`src/rtl/count_seq_monitor.sv`:
```
// Sequence monitor for a free-running up-counter: checks +1 steps, locks with
// hysteresis, and reports wraps and sequence errors as pulses and saturating counts.
module count_seq_monitor #(
    parameter int WIDTH     = 4,
    parameter int CNT_W     = 8,
    parameter int LOCK_LEN  = 4,
    parameter int ERR_LIMIT = 3
) (
    input  logic             clk,
    input  logic             reset,
    input  logic             en,
    input  logic             clr,
    input  logic [WIDTH-1:0] count_in,
    output logic             locked,
    output logic             wrap_pulse,
    output logic             err_pulse,
    output logic [CNT_W-1:0] wrap_count,
    output logic [CNT_W-1:0] err_count
);

    typedef enum logic [1:0] {
        IDLE,
        SYNC,
        LOCKED
    } state_t;

    localparam logic [3:0]       LOCK_TGT = 4'(LOCK_LEN);
    localparam logic [3:0]       ERR_TGT  = 4'(ERR_LIMIT);
    localparam logic [WIDTH-1:0] MAX_VAL  = '1;

    state_t           state;
    logic [WIDTH-1:0] prev;
    logic [3:0]       good_run;
    logic [3:0]       bad_run;

    logic good;
    logic wrap_evt;
    logic err_evt;

    // A hold or an early return to zero is bad; only max->0 counts as a wrap.
    assign good     = (count_in == prev + WIDTH'(1));
    assign wrap_evt = en && (state == LOCKED) && good && (prev == MAX_VAL) && (count_in == '0);
    assign err_evt  = en && (state == LOCKED) && !good;

    always_ff @(posedge clk) begin
        if (reset) begin
            state      <= IDLE;
            prev       <= '0;
            good_run   <= '0;
            bad_run    <= '0;
            locked     <= 1'b0;
            wrap_pulse <= 1'b0;
            err_pulse  <= 1'b0;
        end else begin
            wrap_pulse <= wrap_evt;
            err_pulse  <= err_evt;
            if (!en) begin
                state  <= IDLE;
                locked <= 1'b0;
            end else begin
                prev <= count_in;
                unique case (state)
                    IDLE: begin
                        state    <= SYNC;
                        good_run <= '0;
                    end
                    SYNC: begin
                        if (good) begin
                            good_run <= good_run + 4'd1;
                            if (good_run + 4'd1 == LOCK_TGT) begin
                                state   <= LOCKED;
                                bad_run <= '0;
                                locked  <= 1'b1;
                            end
                        end else begin
                            good_run <= '0;
                        end
                    end
                    LOCKED: begin
                        if (good) begin
                            bad_run <= '0;
                        end else begin
                            bad_run <= bad_run + 4'd1;
                            if (bad_run + 4'd1 == ERR_TGT) begin
                                state    <= SYNC;
                                good_run <= '0;
                                locked   <= 1'b0;
                            end
                        end
                    end
                    default: begin
                        state  <= IDLE;
                        locked <= 1'b0;
                    end
                endcase
            end
        end
    end

    // Clear beats a coincident increment; counters stick at all-ones.
    always_ff @(posedge clk) begin
        if (reset || clr) begin
            wrap_count <= '0;
            err_count  <= '0;
        end else begin
            if (wrap_evt && (wrap_count != '1))
                wrap_count <= wrap_count + CNT_W'(1);
            if (err_evt && (err_count != '1))
                err_count <= err_count + CNT_W'(1);
        end
    end

endmodule
```
`config.mk`:
```
export PLATFORM = sky130hd
export DESIGN_NAME = count_seq_monitor
export DESIGN_NICKNAME = d
export VERILOG_FILES = /design/src/rtl/count_seq_monitor.sv
export SDC_FILE = /design/constraint.sdc
export NUM_CORES = 1
export LEC_CHECK = 0
export CORE_ASPECT_RATIO = 0.6
export CORE_MARGIN = 2
export CORE_UTILIZATION = 40
export DETAILED_ROUTE_END_ITERATION = 7
export MAX_ROUTING_LAYER = met4
export SYNTH_ARGS = -nofsm -noshare
export SYNTH_HDL_FRONTEND = slang
export SYNTH_SLANG_ARGS = --single-unit
```
`constraint.sdc`:
```
create_clock -name clk -period 2.8 [get_ports clk]
set_input_delay 0.42 -clock clk [delete_from_list [all_inputs] [get_ports clk]]
set_output_delay 0.42 -clock clk [all_outputs]
set_load 0.01 [all_outputs]
```
-- Word-level counts from Yosys, hierarchy flattened
Index checks and enable logic that the tools add are counted.
- register bits: 33
- output and inout port bits: 19
- logic and storage cells: 64
- $add $sub $neg: 5
- eq/ne operators: 12
- mux-type cells: 18
- bitwise gates (word level): 2
- reduce and logical (&&, ||, !) cells: 18
- operators with widths (kind ; number):
    $mux 4 ; 6
    $add 8x1->8 const B ; 2
    $ne 8x8->1 const B ; 2
    $add 4x1->4 const B ; 3
    $pmux 4 s3 ; 1
    $reduce_and 4->1 ; 3
    $mux 2 ; 4
    $pmux 4 s2 ; 1
    $logic_and 1x1->1 ; 7
    $ne 2x2->1 const B ; 3
    $pmux 2 s3 ; 1
    $reduce_and 5->1 ; 1
    $eq 4x2->1 const B ; 1
    $eq 4x3->1 const B ; 1
    $eq 4x4->1 ; 1
    $eq 4x4->1 const B ; 1
    $logic_not 4->1 ; 1
    $mux 1 ; 4
    $pmux 1 s3 ; 1
    $reduce_bool 3->1 ; 1
    $eq 2x1->1 const B ; 1
    $eq 2x2->1 const B ; 1
    $logic_not 2->1 ; 1
    $ne 2x1->1 const B ; 1
    other kinds (5) ; 6

-- Longest topological paths before layout
- depth after elaboration: 6
- mapped depth: 7
- gate-level depth less buffers: 6

-- Worst setup path after synthesis
No wires, ideal clock.
- path kind: input -> register
- start point: input count_in[3]
- end point: register wrap_count[5]
- setup time: 116 ps
- arrival time: 1911 ps
- data required time: 2684 ps
- path slack: 773 ps
- stages: 5
- buffers on the path: 0
- path through: or4b_1 -> nor3_2 -> nor4b_4 -> a31oi_1 -> a41o_1
- longest elaborated chain between the ends: 5
- elaborated cells between the ends (all ways): 6
- ends and longest elaborated chain (item ; RTL line ; text):
    from (decl) ; 13 ; input logic [WIDTH-1:0] count_in,
    $eq 4x4->1 ; 41 ; assign good = (count_in == prev + WIDTH'(1));
    $logic_and 1x1->1 (2 in a row) ; 42 ; assign wrap_evt = en && (state == LOCKED) && good && (prev == MAX_VAL) && (count_in == '0);
    $logic_and 1x1->1 (*) ; 42 ;
    $logic_and 1x1->1 (*) ; 106 ; if (wrap_evt && (wrap_count != '1))
    to (signal assigned) ; 107 ; wrap_count <= wrap_count + CNT_W'(1);
    to (decl) ; 17 ; output logic [CNT_W-1:0] wrap_count,
Mark *: on every way between the ends. The rest lies on a longest branch, timed or not.
A chain may end at the register's enable or synchronous reset.

-- Worst setup path in the final report
- start point: input count_in[3]
- end point: register wrap_count[6]
Same word-level chain as after synthesis.

==> metrics <==
outcome finished clean; Fin. Hold Viols 0; Post-synth EDFFs 0; fmax 0.436 GHz; vias in the first global route 1,486; Vias/cell 5.53; CTS Hold Bufs 0; Clock Skews 0.00560 ns; clk root buf clkbuf_8; initial antenna violation count 0; Ports 27; Yosys reg bits 33; post-synth top area share 0.378; Worst R2R Setup Slack 0.65 ns; Clk Latency, worst-skew pair 0.28 ns; share of cells above drive strength 1 0.0708; largest family of logic cells by synthesized area simple AND/OR/NAND/NOR gates; top area cells in the synthesized netlist dfxtp_1 38%, a21oi_1 4.6%, ha_1 4.3%; RePlAce Congestion 0.879; clock slew seen by the registers of the worst setup and hold paths 0.07 ns; number of antenna diodes 0; power share of the clock group 0.384; H-Tree Depth 2; post-CTS setup buffers 0; Final Cycle Share 0.819; ys async rst share 0; CTS resizes 0; WL final 4.22 mm; Initial Util 0.421; r2r worst-path depth 6; CTS max path bufs 2; remaining antenna violation count after routing 0; DR DRC count 0; Yosys warnings 0; max-cap violation count 0; Final Hold Slack 0.489 ns; hold path depth 2; RSZ-0062 raised after global routing no; Yosys cell types 46; Sw Ratio 0.235; Post-Synth Adder-Cell Area 0.0430; VDD IR max 0.246 mV; final setup violation count 0; cell taking the most area after synthesis dfxtp_1; Pwr Density 409 nW/µm²; NumNets Final 253; CP endpoint kind flip-flop; syn avg cell area 8.43 µm²; Sequential Power Share 0.539; critical path startpoint category input pin; Area growth syn-to-layout 24.2%; Leak 0.788 nW; Synth top cells by count 33 x dfxtp_1, 19 x nor2_1, 18 x nand2_1, 16 x a21oi_1, 15 x nand3_1; first-pass GRT wire length 6.73 mm; crit path max fanout 5; Syn Std Cell Area 1750 µm²; pin count of the biggest net entering global routing 18; Gate power share 0.077; P_sw 0.000208 W; commonest register cell after synthesis dfxtp_1; full die area 4930 µm²; P_int 0.000679 W; Slew @ Worst Pin 0.645 ns; Routed WL per cell 14.1 µm; XOR/XNOR Fraction of Synth Area 0.0430; Overflow after GRT 0; num rows 18; TritonCTS Buffers 5; Via Count 1,658; Slew Viols, Final 0; max_slew headroom 0.567; # port buffers 26; clk sink count 33; crit path DAT 2.46 ns; Required @ worst endpoint 2.97 ns; Seq/Total Area, Yosys 0.378; Synthesized Nets 221; Chip Height 55.2 µm; aggregate global-route resource usage 0.185; DRT iter0 DRCs 50; DPL Wire Length 3.16 mm; drt first pass iters 4; Die X 89.3 µm; CTS tree done; Compound-Gate Fraction of Synth Area 0.183; Synth Instances 207; simple-gate share of the synthesized area 0.293; Period minus WS final 2.29 ns; mux cell area share after synthesis 0.0287; core box area 4140 µm²; CP Class in2reg; worst hold path type reg2reg; most common cell in the netlist dfxtp_1; setup TNS 0 ns
==> worst max-delay path: stages <==
cell	delay, ns
clkdlybuf4s50_1	0.45
or4b_1	0.55
nor3_2	0.21
nand3_1	0.18
or4_1	0.50
o211a_1	0.14
==> area by class of cell <==
class | instances | area (µm²)
Clock buffer | 8 | 80.1
Fill cell | 407 | 1980
Inverter | 8 | 30.0
Multi-Input combinational cell | 161 | 1030
Sequential cell | 33 | 661
Tap cell | 60 | 75.1
Timing Repair Buffer | 30 | 290
==> state kept, by name (all words and copies together), names as in the netlist <==
register / count
err_count: 8
err_pulse: 1
wrap_count: 8
state: 2
wrap_pulse: 1
prev: 4
bad_run: 4
locked: 1
good_run: 4
==> power by group through the flow <==
stage	registers, W	clock network, W	logic, W
2_1_floorplan	0.000487	0	0.0000428
3_3_place_gp	0.000488	0	0.0000657
3_5_place_dp	0.000489	0	0.0000674
4_1_cts	0.000478	0.000353	0.0000678
5_1_grt	0.000479	0.000371	0.0000749
6_report	0.000478	0.000340	0.0000682
==> layer usage <==
layer / global-route usage / vias to the layer above / share of wire / routed length [µm]
met2: 0.281 / 26 / 0.43 / 1810
met3: 0.0445 / 2 / 0.035 / 148
li1: - / 835 / - / -
met1: 0.250 / 795 / 0.53 / 2250
met5: - / - / 0 / 0
met4: 0.0498 / 0 / 0.0033 / 14
==> through the flow <==
step / cells / utilization / power (W) / setup slack [ns] / cell area [µm²]
after floorplan: 207 / - / 0.000530 / 0.773 / 1750
after global placement: 292 / 0.504 / 0.000554 / 0.262 / 2090
after detailed placement: 292 / 0.504 / 0.000556 / 0.224 / 2090
after CTS: 300 / 0.523 / 0.000899 / 0.500 / 2170
after global routing: 300 / 0.523 / 0.000925 / 0.317 / 2170
final: 300 / 0.523 / 0.000887 / 0.506 / 2170
==> cell usage in the layout (no fill, tap or decap), types with 2 or more instances in the layout <==
master,netlist,routed
o21ai_0,10,10
ha_1,6,6
and4_1,3,3
clkbuf_1,4,3
clkdlybuf4s50_1,0,26
buf_4,0,4
nor3_1,3,3
nand4_1,3,3
inv_1,8,8
mux2i_1,5,5
nor2_1,19,19
and3_2,3,3
a31oi_1,5,5
a41o_1,2,2
nor3b_1,2,2
nand2_1,18,18
dfxtp_1,33,33
o31ai_1,3,3
xnor2_1,3,3
or3_1,6,6
nand3_1,15,15
a31o_2,2,2
xor2_1,3,3
and3_1,6,6
nand3b_1,2,2
or4_1,3,3
a21oi_1,16,16
nor2b_1,4,4
clkbuf_8,0,5
==> kinds of logic after synthesis <==
logic type | count (synthesis)
muxes | 5
xor gates and xnor gates | 7
buffers and inverters | 13
and+or+nand+nor | 93
AOI/OAI and AO/OA | 50
DFF | 33
adders and majority gates | 6
==> final timing paths <==
check,to,from
max reg2reg,good_run[2],prev[0]
min reg2reg,locked,locked
min,locked,locked
max,wrap_count[6],count_in[3]
(Power assumes the default switching activity.)
